--- config.mk ---
export PLATFORM = sky130hd
export DESIGN_NAME = score_display_mux
export DESIGN_NICKNAME = d
export VERILOG_FILES = /design/src/rtl/score_display_mux.sv
export SDC_FILE = /design/constraint.sdc
export NUM_CORES = 1
export LEC_CHECK = 0
export CORE_MARGIN = 3
export CORE_UTILIZATION = 64
export CTS_BUF_LIST = sky130_fd_sc_hd__clkbuf_8
export CTS_CLUSTER_SIZE = 14
export DETAILED_ROUTE_END_ITERATION = 16
export PLACE_DENSITY = 0.93
export SETUP_SLACK_MARGIN = 0.02
export SKIP_CTS_REPAIR_TIMING = 1
export SLEW_MARGIN = 40
export SYNTH_ARGS = -nofsm -noshare
export SYNTH_HDL_FRONTEND = slang
export SYNTH_SLANG_ARGS = --single-unit
--- constraint.sdc ---
create_clock -name clk -period 4.8 [get_ports clk]
set_clock_uncertainty 0.1 [all_clocks]
set_input_delay 1.44 -clock clk [delete_from_list [all_inputs] [get_ports clk]]
set_output_delay 1.44 -clock clk [all_outputs]
set_load 0.005 [all_outputs]
--- src/rtl/score_display_mux.sv ---
// ---------------------------------------------------------------------------
// score_display_mux
//   Scanning seven-segment driver for the pong score on a 4-digit
//   common-anode display. The four BCD score digits are captured into
//   shadow registers once per scan frame so a frame never mixes old and
//   new scores. Adds leading-zero blanking of the tens digits, a dash for
//   non-BCD digits, a decimal point between the two scores and a
//   whole-display blink.
//
// Ports
//   clk        : system clock
//   reset      : asynchronous, active-high reset
//   p1_dig1    : player 1 tens digit (BCD)
//   p1_dig0    : player 1 units digit (BCD)
//   p2_dig1    : player 2 tens digit (BCD)
//   p2_dig0    : player 2 units digit (BCD)
//   blank_lz   : 1 = blank a zero tens digit
//   blink_en   : 1 = blink the whole display
//   an         : digit enables, active-low, an[3] leftmost
//   seg        : segments {g,f,e,d,c,b,a}, active-low
//   dp         : decimal point, active-low
//   frame_tick : one-cycle pulse after a new snapshot is taken
// ---------------------------------------------------------------------------
module score_display_mux #(
    parameter int DWELL_BITS = 16,
    parameter int BLINK_BITS = 25
) (
    input  logic       clk,
    input  logic       reset,
    input  logic [3:0] p1_dig1,
    input  logic [3:0] p1_dig0,
    input  logic [3:0] p2_dig1,
    input  logic [3:0] p2_dig0,
    input  logic       blank_lz,
    input  logic       blink_en,
    output logic [3:0] an,
    output logic [6:0] seg,
    output logic       dp,
    output logic       frame_tick
);

    logic [DWELL_BITS-1:0] dwell_cnt;
    logic [1:0]            idx;
    logic [BLINK_BITS-1:0] blink_cnt;
    logic                  blink_ph;

    // Shadow slot n drives an[n]: 0=p2 units, 1=p2 tens, 2=p1 units, 3=p1 tens
    logic [3:0]            shadow [4];

    logic                  dwell_end;
    logic                  frame_end;
    logic [3:0]            cur_dig;
    logic                  tens_blank;
    logic [3:0]            an_p0;
    logic [6:0]            seg_p0;
    logic                  dp_p0;

    function automatic logic [6:0] decode(input logic [3:0] d);
        logic [6:0] s;
        case (d)
            4'd0:    s = 7'b1000000;
            4'd1:    s = 7'b1111001;
            4'd2:    s = 7'b0100100;
            4'd3:    s = 7'b0110000;
            4'd4:    s = 7'b0011001;
            4'd5:    s = 7'b0010010;
            4'd6:    s = 7'b0000010;
            4'd7:    s = 7'b1111000;
            4'd8:    s = 7'b0000000;
            4'd9:    s = 7'b0010000;
            default: s = 7'b0111111;   // non-BCD: dash (segment g only)
        endcase
        return s;
    endfunction

    assign dwell_end = &dwell_cnt;
    // Last dwell cycle of the leftmost digit closes the frame
    assign frame_end = dwell_end && (idx == 2'd3);

    // Next registered output, computed from the current idx and shadow
    always_comb begin
        cur_dig    = shadow[idx];
        // Odd slots are tens digits; only an exact zero is blanked
        tens_blank = blank_lz && idx[0] && (cur_dig == 4'd0);
        an_p0      = 4'b1111;
        if (!tens_blank && !blink_ph) begin
            an_p0 = ~(4'b0001 << idx);
        end
        seg_p0     = decode(cur_dig);
        dp_p0      = !((idx == 2'd2) && !blink_ph);
    end

    // Output register stage
    always_ff @(posedge clk or posedge reset) begin
        if (reset) begin
            dwell_cnt  <= '0;
            idx        <= 2'd0;
            blink_cnt  <= '0;
            blink_ph   <= 1'b0;
            for (int i = 0; i < 4; i++) begin
                shadow[i] <= 4'd0;
            end
            an         <= 4'b1111;
            seg        <= 7'b1111111;
            dp         <= 1'b1;
            frame_tick <= 1'b0;
        end else begin
            dwell_cnt  <= dwell_cnt + DWELL_BITS'(1);
            if (dwell_end) begin
                idx <= idx + 2'd1;
            end
            frame_tick <= frame_end;
            if (frame_end) begin
                shadow[0] <= p2_dig0;
                shadow[1] <= p2_dig1;
                shadow[2] <= p1_dig0;
                shadow[3] <= p1_dig1;
            end
            if (blink_en) begin
                blink_cnt <= blink_cnt + BLINK_BITS'(1);
                if (&blink_cnt) begin
                    blink_ph <= ~blink_ph;
                end
            end else begin
                blink_cnt <= '0;
                blink_ph  <= 1'b0;
            end
            an  <= an_p0;
            seg <= seg_p0;
            dp  <= dp_p0;
        end
    end

endmodule

After elaboration in Yosys (flattened, before gate mapping)
Memories as Yosys holds them, arrays and structs flattened. A register that Yosys moved wholly into a read port is not among the register bits.
Cells that the tools add are included.

cells by class
  $add $sub $neg = 3
  multipliers = 0
  divide/modulo/power cells = 0
  magnitude comparators = 1
  equality and inequality tests = 3
  shifts and indexed selects = 1
  muxes and demuxes = 7
  bitwise operators = 3
  reduce and logical (&&, ||, !) cells = 11

operator list
  operator                 count
  $add A25 B1 Y25 const B  1
  $mux W25                 1
  $reduce_and A25 Y1       1
  $add A16 B1 Y16 const B  1
  $reduce_and A16 Y1       1
  $mux W4                  3
  $bmux W4 S2              1
  $logic_and A1 B1 Y1      5
  $eq A2 B2 Y1 const B     2
  $logic_not A4 Y1         1
  $not A4 Y4               1
  $shl A1 B2 Y4 const A    1
  $ge A3 B3 Y1 const B     1
  $logic_not A1 Y1         3
  $not A2 Y3               1
  $add A2 B1 Y2 const B    1
  $mux W1                  2
  $ne A2 B1 Y1 const B     1
  $not A1 Y1               1

word-level totals
  bits in registers = 66
  bits in latches = 0
  RAM bits = 0
  memory bits (read-only) = 112
  input port bits = 20
  output and inout bits = 13
  logic and storage cells = 41
  memories = 1

memory list
  memory            depth  bits a word  read ports  clocked after Yosys merged registers in  write ports  line  RTL
  (name not given)  16     7            1           1                                        0            60    case (d)

Logic depth before layout (Yosys ltp)
Gate-level depths: netlist (run 1).

  depth after elaboration = 9
  gate-level depth with buffers = 7
  gate-level depth less buffers = 6

Worst setup path after synthesis (run 1)
No wires, ideal clock.

  path type = input -> register
  start = input port blink_en
  end = register blink_cnt[17]
  setup time = 0.095 ns
  data arrival time = 2.053 ns
  required time = 4.605 ns
  path slack = 2.551 ns
  cell stages on the path = 4
  path buffers = 2
  cells stage by stage = clkbuf_1 clkbuf_1 o211ai_1 o31ai_1

between the ends
  cells in the longest elaborated chain, start to end = 1

ends and longest elaborated chain
  element               line  RTL
  start, declared       35    input logic blink_en,
  $mux W25              119   if (blink_en) begin
  end signal, assigned  120   blink_cnt <= blink_cnt + BLINK_BITS'(1);
  end, declared         44    logic [BLINK_BITS-1:0] blink_cnt;

No other way between the ends.
A chain may end at the register's enable or synchronous reset.

Final worst setup path (run 1)
  start = register seg[0]
  end = output port seg[0]

RTL lines
  element          line  RTL
  start, declared  37    output logic [6:0] seg,

No word-level cell between the ends.

==> reports/results.txt, run 1 <==
Layout area overhead - 17.7%
Fill cell count - 285
Via density - 5.93
Power density cells - 317 nW/um^2
Switching power - 0.000291 W
Most Crowded Layer GR - met2
Antenna diodes - 0
DP Area - 3890 um^2
Slew Limit Fails - 0
Register area share after synthesis - 0.523
Gr ovfl total - 0
Final nets - 364
Hold Crit Class - reg2reg
First-pass GRT wire length - 11700 um
CORE AREA - 5200 um^2
Outcome - completed
Worst Path Buf+Inv - 1
Synth Net Count - 328
Syn avg cell area - 11.9 um^2
Internal power - 0.00102 W
Crit-path slowest cell - dfstp_2
Port bufs - 32
CTS tree - built
Initial Util - 0.676
Top cells by count, synth - dfrtp_1 (61), nand2_1 (27), xnor2_1 (18), nand3_1 (16), and2_1 (15)
TritonCTS sink count - 73
CTS buffer count - 9
Met1 GRT Util - 0.301
Root Buffer - clkbuf_8
Antenna violations before repair - 0
Asr flop ratio synth - 1.00
Crit path max-delay family - flip-flops
Mapped Cells - 297
Die height - 80.2 um
Post-synth EDFFs - 0
I/O pins - 33
Flops & latches, synth - 73
Most numerous cell in the Yosys netlist - dfrtp_1
Placer Congestion - 0.809
Netlist cell types - 38
Switching share of power - 0.221
Vias - 2418
Leakage - 1.87 nW
Most used DFF post-synth - dfrtp_1
Synth top area cells - dfrtp_1 (43%), dfstp_2 (9.0%), xnor2_1 (4.5%)
H-tree levels - 3
Skew-Pair Late Insertion Delay - 0.35 ns
Final non-filler cell area - 4150 um^2
Initial DRC Count - 143
Fraction of layout cells with a size suffix above 1 - 0.169
Post-layout minimum cycle time - 2.94 ns
Slew headroom - 0.551
Max IR drop VDD - 297 uV
Average wire per cell in the routed design - 16.8 um
Logic pwr share - 0.060
Detailed placement HPWL - 4540 um
Setup TNS - 0 ns
Final hold viol count - 0
WP data required - 3.26 ns
DRC Markers - 0
Maxcap violations - 0
CTS Buffer Depth - 2
Met2 Track Usage GR - 0.382
Syn. warnings - 0
Reg2reg setup slack - 2.51 ns
Vias in the first global route - 2505
Largest net degree at the start of global routing - 40
Global Route met3 Usage - 0.0818
Row count - 26
Critical path peak fanout - 1
Cells along the critical path - clkdlybuf4s50_1
RSZ-0062 raised after global routing - no
Post-layout util - 0.796
FMAX - 0.340 GHz
Worst Tran Pin Value - 0.672 ns
Antenna Nets Post-Route - 0
Post-route setup slack - 1.86 ns
Clk slew on worst S/H paths - 0.08 ns
CP max stage delay - 0.53 ns
Die area - 6430 um^2
Post-Synthesis Cell Area - 3520 um^2
Pre-CTS WS - 1.92 ns
Setup crit end kind - primary output
Crit path kind - reg2out
DR pass1 iterations - 4
Fin crit share - 0.613
Yosys top cell by area - dfrtp_1
Share of the synthesized area in the top cell type - 0.434
Share of power burned in registers - 0.487
Clock network fraction of total power - 0.453
Critical path launch point type - flip-flop
Die Wd - 80.2 um
Crit path arrival time - 1.40 ns
Overall Global Routing Usage - 0.243
WL final - 6860 um
Final setup fails - 0
[area by class of cell]
type,instances,area (um^2),share of cell area
Clock buffer,9,124,0.0299
Clock inverter,7,126,0.0305
Inverter,10,38.8,0.00936
Multi-Input combinational cell,205,1600,0.385
Sequential cell,73,1840,0.444
Tap cell,70,87.6,0.0211
Timing Repair Buffer,34,330,0.0797
[registers in the layout, summed over array words and instances (netlist names)]
| signal | count |
|---|---|
| blink_ph | 1 |
| idx | 2 |
| seg | 7 |
| dwell_cnt | 16 |
| an | 4 |
| blink_cnt | 25 |
| dp | 1 |
| shadow | 16 |
| frame_tick | 1 |
[logic make-up after synthesis]
group,count (synthesis),synth area share
buf+inv,19,0.0235
xor+xnor,29,0.0721
fa+ha+maj,11,0.0391
simple gates,113,0.181
compound gates,23,0.0480
mux,29,0.113
flops,73,0.523
[power groups by stage]
stage,combinational [W],clock [W],sequential (W)
2_1_floorplan,0.0000393,0,0.000650
3_3_place_gp,0.0000733,0,0.000650
3_5_place_dp,0.0000762,0,0.000652
4_1_cts,0.0000788,0.000602,0.000640
5_1_grt,0.0000861,0.000634,0.000642
6_report,0.0000783,0.000596,0.000640
[stage by stage]
step,hold WS [ns],power [W],instances
floorplan,0.338,0.000689,297
global placement,0.368,0.000724,392
detailed placement,0.374,0.000728,392
CTS,0.387,0.00132,408
global route,0.405,0.00136,408
finish,0.380,0.00131,408
[cell usage in the layout (no fill, tap or decap), types with 10 or more instances in the layout]
master	synthesis	layout
and2_1	15	15
clkdlybuf4s50_1	0	31
dfrtp_1	61	61
dfstp_2	12	12
ha_1	11	11
mux2_4	10	10
nand2_1	27	27
nand2b_1	10	10
nand3_1	16	16
xnor2_1	18	18
xor2_1	11	11
[path summary, 6_finish.rpt]
kind / startpoint / end / cells past startpoint
worst max-delay path: seg[0]$_DFF_PP1_ / seg[0] / 1
worst min-delay path: dwell_cnt[0]$_DFF_PP0_ / dwell_cnt[0]$_DFF_PP0_ / 1
worst max register to register: idx[0]$_DFFE_PP0P_ / seg[3]$_DFF_PP1_ / 6
worst min register to register: dwell_cnt[0]$_DFF_PP0_ / dwell_cnt[0]$_DFF_PP0_ / 1
max in group asynchronous: reset / an[3]$_DFF_PP1_ / 3
min in group asynchronous: reset / dwell_cnt[13]$_DFF_PP0_ / 2
[per-layer routing]
layer  vias to the layer above  part of all wire
met1                      1183              0.43
met5                         -                 0
met4                         0             0.024
met2                        94              0.50
met3                        17             0.052
li1                       1124                 -
Power figures use the tool's default switching activity.
==> run 2, diff against run 1 <==
--- a/config.mk
+++ b/config.mk
@@ -6,11 +6,11 @@
 export NUM_CORES = 1
 export LEC_CHECK = 0
 export CORE_MARGIN = 3
-export CORE_UTILIZATION = 64
+export CORE_UTILIZATION = 53
 export CTS_BUF_LIST = sky130_fd_sc_hd__clkbuf_8
 export CTS_CLUSTER_SIZE = 14
 export DETAILED_ROUTE_END_ITERATION = 16
-export PLACE_DENSITY = 0.93
+export PLACE_DENSITY = 0.83
 export SETUP_SLACK_MARGIN = 0.02
 export SKIP_CTS_REPAIR_TIMING = 1
 export SLEW_MARGIN = 40
==> constraint.sdc (replaced) <==
create_clock -name clk -period 2.4 [get_ports clk]
set_clock_uncertainty 0.1 [all_clocks]
set_input_delay 0.72 -clock clk [delete_from_list [all_inputs] [get_ports clk]]
set_output_delay 0.72 -clock clk [all_outputs]
set_load 0.005 [all_outputs]
==> reports/results.txt, run 2 (synthesis gave the netlist of run 1 again) <==
Max IR drop VDD - 463 uV (+56%)
Crit path arrival time - 1.38 ns (-0.02 ns)
Most common cell after layout, fill and taps aside - dfrtp_1
Fin crit share - 0.915
Pre-CTS WS - 0.232 ns (-1.69 ns)
Critical path peak fanout - 1 (unchanged)
I/O pins - 33 (unchanged)
DR pass1 iterations - 4 (unchanged)
Row count - 29 (+12%)
Post-route setup slack - 0.203 ns (-1.65 ns)
Post-layout minimum cycle time - 2.20 ns
Outcome - completed
Detailed placement HPWL - 4270 um (-5.8%)
Hold Crit Class - reg2reg
Layout area overhead - 18.8%
Finished Layout Cells - 417 (+2.2%)
Critical path launch point type - flip-flop
Average wire per cell in the routed design - 14.8 um (-12%)
DRC Markers - 0 (unchanged)
Gr ovfl total - 0 (unchanged)
CTS buffer count - 9 (unchanged)
Antenna violations before repair - 0 (unchanged)
WL final - 6160 um (-10%)
Fraction of layout cells with a size suffix above 1 - 0.171 (+0.00195)
Largest net degree at the start of global routing - 74 (+85%)
Root Buffer - clkbuf_8
First-pass GRT wire length - 10800 um (-8.2%)
Initial Util - 0.551 (-0.125)
Final non-filler cell area - 4180 um^2 (+0.88%)
Slew headroom - 0.614 (+0.0625)
Crit path max-delay family - flip-flops
Skew-Pair Late Insertion Delay - 0.35 ns (about the same)
Crit-path slowest cell - dfstp_2
CTS Buffer Depth - 2 (unchanged)
WP data required - 1.58 ns (-1.68 ns)
Final nets - 366 (+0.55%)
Die area - 7660 um^2 (+19%)
Final hold viol count - 0 (unchanged)
Die Wd - 87.5 um (+9.1%)
TritonCTS sink count - 73 (unchanged)
Vias in the first global route - 2350 (-6.2%)
Vias - 2301 (-4.8%)
Clk slew on worst S/H paths - 0.08 ns (about the same)
Placed cells - 401 (+2.3%)
Antenna diodes - 0 (unchanged)
Crit path kind - reg2out
Setup TNS - 0 ns (unchanged)
Antenna Nets Post-Route - 0 (unchanged)
Leakage - 1.89 nW (+0.81%)
Most frequent cells in the layout - dfrtp_1 (61), clkdlybuf4s50_1 (32), nand2_1 (27)
H-tree levels - 3 (unchanged)
Setup crit end kind - primary output
Power density cells - 622 nW/um^2 (+96%)
Port bufs - 32 (unchanged)
Cells along the critical path - clkdlybuf4s50_1
Slew Limit Fails - 0 (unchanged)
Worst Tran Pin Value - 0.574 ns (-0.0982 ns)
Maxcap violations - 0 (unchanged)
Top reg by flops - blink_cnt
Initial DRC Count - 77 (-46%)
RSZ-0062 raised after global routing - no
Final setup fails - 0 (unchanged)
Overall Global Routing Usage - 0.182 (-0.0611)
CTS tree - built
Die height - 87.5 um (+9.1%)
CP max stage delay - 0.54 ns (about the same)
CORE AREA - 6390 um^2 (+23%)
Placer Congestion - 0.868 (+7.3%)
Worst Path Buf+Inv - 1 (unchanged)
DP Area - 3940 um^2 (+1.2%)
Max reg flops - 25 (unchanged)
FMAX - 0.455 GHz
Fill cell count - 495 (+74%)
Via density - 5.52 (-6.9%)
Top flop regs - blink_cnt: 25 flops, dwell_cnt: 16 flops, shadow: 16 flops
## run 2: final cells by class
type | instances | area [um^2] | area share
tap | 77 | 96.3 | 0.0230
multi-input combinational | 205 | 1600 | 0.382
timing repair buffer | 36 | 363 | 0.0868
inverter | 10 | 41.3 | 0.00987
clock inverter | 6 | 105 | 0.0251
clock buffer | 10 | 138 | 0.0329
sequential | 73 | 1840 | 0.440
## run 2: metal layers
layer	vias to the layer above	routed length, um	global-route usage
met3	9	204	0.0568
met1	1131	2800	0.230
met5	-	0	0
li1	1125	-	-
met2	36	3060	0.295
met4	0	95	0.0669
## run 2: through the flow
stage | util | power (W) | hold slack, ns
2_1_floorplan | - | 0.00138 | 0.338
3_3_place_gp | 0.617 | 0.00145 | 0.359
3_5_place_dp | 0.617 | 0.00146 | 0.373
4_1_cts | 0.655 | 0.00263 | 0.383
5_1_grt | 0.655 | 0.00270 | 0.406
6_report | 0.655 | 0.00260 | 0.372
## run 2: report_power, final
group	leakage (nW)	total (W)	internal [W]	switching, W
Clock	0.126	0.00117	0.000713	0.000454
Combinational	0.837	0.000154	0.0000843	0.0000696
Sequential	0.924	0.00128	0.00126	0.0000154
Total	1.89	0.00260	0.00206	0.000539
## run 2: final timing paths
path	startpoint	to	slack (ns)	depth (start not counted)
min in group asynchronous	reset	blink_cnt[2]$_DFF_PP0_	0.72	3
min	dwell_cnt[0]$_DFF_PP0_	dwell_cnt[0]$_DFF_PP0_	0.37	1
max reg2reg	dwell_cnt[0]$_DFF_PP0_	shadow[0]$_DFFE_PP0P_	0.30	5
min reg2reg	dwell_cnt[0]$_DFF_PP0_	dwell_cnt[0]$_DFF_PP0_	0.37	1
max in group asynchronous	reset	dp$_DFF_PP1_	1.14	3
max	an[0]$_DFF_PP1_	an[0]	0.20	1
==> run 3, diff against run 2 <==
--- a/config.mk
+++ b/config.mk
@@ -5,7 +5,7 @@
 export SDC_FILE = /design/constraint.sdc
 export NUM_CORES = 1
 export LEC_CHECK = 0
-export CORE_MARGIN = 3
+export CORE_MARGIN = 5
 export CORE_UTILIZATION = 53
 export CTS_BUF_LIST = sky130_fd_sc_hd__clkbuf_8
 export CTS_CLUSTER_SIZE = 14
==> reports/results.txt, run 3 (synthesis gave the netlist of run 1 again) <==
Post-layout util - 0.654 (-0.00117)
Worst Tran Pin Value - 0.554 ns (-0.0200 ns)
Slew headroom - 0.627 (+0.0135)
Final nets - 368 (+0.55%)
First-pass GRT wire length - 11500 um (+6.7%)
Clk slew on worst S/H paths - 0.08 ns (about the same)
Crit path kind - reg2out
Initial Util - 0.548 (-0.00311)
H-tree levels - 3 (unchanged)
CORE AREA - 6420 um^2 (+0.57%)
Final setup fails - 0 (unchanged)
Initial DRC Count - 48 (-38%)
Max reg flops - 25 (unchanged)
Met2 Track Usage GR - 0.298 (+0.00242)
Root Buffer - clkbuf_8
CTS Buffer Depth - 2 (unchanged)
Setup crit end kind - primary output
Max IR drop VDD - 494 uV (+6.5%)
Setup TNS - 0 ns (unchanged)
Gr ovfl total - 0 (unchanged)
Most Crowded Layer GR - met2
Largest net degree at the start of global routing - 27 (-64%)
Outcome - completed
Layout area overhead - 19.2%
FMAX - 0.453 GHz (-0.50%)
Top flop regs - blink_cnt: 25 flops, dwell_cnt: 16 flops, shadow: 16 flops
Via density - 5.57 (+0.99%)
Die Wd - 91.5 um (+4.6%)
Vias - 2335 (+1.5%)
Most frequent cells in the layout - dfrtp_1 (61), clkdlybuf4s50_1 (32), nand2_1 (27)
Average wire per cell in the routed design - 15.8 um (+6.7%)
Port bufs - 32 (unchanged)
Antenna violations before repair - 0 (unchanged)
Slew Limit Fails - 0 (unchanged)
Vias in the first global route - 2500 (+6.4%)
Fill cell count - 478 (-3.4%)
Leakage - 1.88 nW (-0.21%)
Fin crit share - 0.920 (+0.00462)
DRC Markers - 0 (unchanged)
Maxcap violations - 0 (unchanged)
Post-layout minimum cycle time - 2.21 ns (+0.0111 ns)
Overall Global Routing Usage - 0.175 (-0.00696)
Global Route met3 Usage - 0.0612 (+0.00439)
Power density cells - 594 nW/um^2 (-4.5%)
Antenna diodes - 0 (unchanged)
Top reg by flops - blink_cnt
Detailed placement HPWL - 4830 um (+13%)
RSZ-0062 raised after global routing - no
Crit path arrival time - 1.39 ns (about the same)
WP data required - 1.58 ns (about the same)
Met1 GRT Util - 0.202 (-0.0279)
Worst Path Buf+Inv - 1 (unchanged)
Final hold viol count - 0 (unchanged)
Placer Congestion - 0.819 (-5.7%)
CP max stage delay - 0.53 ns (about the same)
Cells along the critical path - clkdlybuf4s50_1
Row count - 29 (unchanged)
Hold Crit Class - reg2reg
CTS tree - built
Die area - 8370 um^2 (+9.4%)
Multi-input logic area - 1600 um^2 (unchanged)
WL final - 6600 um (+7.2%)
Most common cell after layout, fill and taps aside - dfrtp_1
Critical path peak fanout - 1 (unchanged)
Antenna Nets Post-Route - 0 (unchanged)
Crit path max-delay family - flip-flops
Fraction of layout cells with a size suffix above 1 - 0.173 (+0.00193)
I/O pins - 33 (unchanged)
Critical path launch point type - flip-flop
Die height - 91.5 um (+4.6%)
Register Area - 1840 um^2 (unchanged)
TritonCTS sink count - 73 (unchanged)
Skew-Pair Late Insertion Delay - 0.35 ns (about the same)
CTS buffer count - 9 (unchanged)
DR pass1 iterations - 4 (unchanged)
Crit-path slowest cell - dfstp_2
[run 3: metal layers]
metal | vias up | routed length, um
met5 | - | 0
met3 | 10 | 236
met4 | 0 | 89
li1 | 1129 | -
met2 | 38 | 3450
met1 | 1158 | 2830
[run 3: cell type report]
| class | count | share of cell area |
|---|---|---|
| sequential | 73 | 0.439 |
| multi-input combinational | 205 | 0.380 |
| timing repair buffer | 38 | 0.0960 |
| clock buffer | 9 | 0.0295 |
| tap | 77 | 0.0230 |
| clock inverter | 7 | 0.0227 |
| inverter | 10 | 0.00984 |
[run 3: through the flow]
step / total power [W] / instance area, um^2 / hold WS, ns / std cells / setup WS, ns
2_1_floorplan: 0.00138 / 3520 / 0.338 / 297 / 0.437
3_3_place_gp: 0.00146 / 3980 / 0.356 / 403 / 0.343
3_5_place_dp: 0.00147 / 3980 / 0.373 / 403 / 0.249
4_1_cts: 0.00253 / 4200 / 0.386 / 419 / 0.167
5_1_grt: 0.00260 / 4200 / 0.412 / 419 / 0.143
6_report: 0.00249 / 4200 / 0.381 / 419 / 0.192
[run 3: where the power goes]
group          switching (W)  total (W)  internal (W)
logic              0.0000740   0.000165     0.0000908
registers          0.0000173    0.00128       0.00126
clock network       0.000463    0.00105      0.000584
[run 3: worst paths after layout]
check	startpoint	end	slack, ns	depth (start not counted)
max in group asynchronous	reset	seg[1]$_DFF_PP1_	1.00	3
hold / removal	dwell_cnt[0]$_DFF_PP0_	dwell_cnt[0]$_DFF_PP0_	0.38	1
min in group asynchronous	reset	dwell_cnt[0]$_DFF_PP0_	0.63	2
setup reg to reg	dwell_cnt[0]$_DFF_PP0_	shadow[2]$_DFFE_PP0P_	0.32	5
setup / recovery	seg[4]$_DFF_PP1_	seg[4]	0.19	1
hold reg to reg	dwell_cnt[0]$_DFF_PP0_	dwell_cnt[0]$_DFF_PP0_	0.38	1
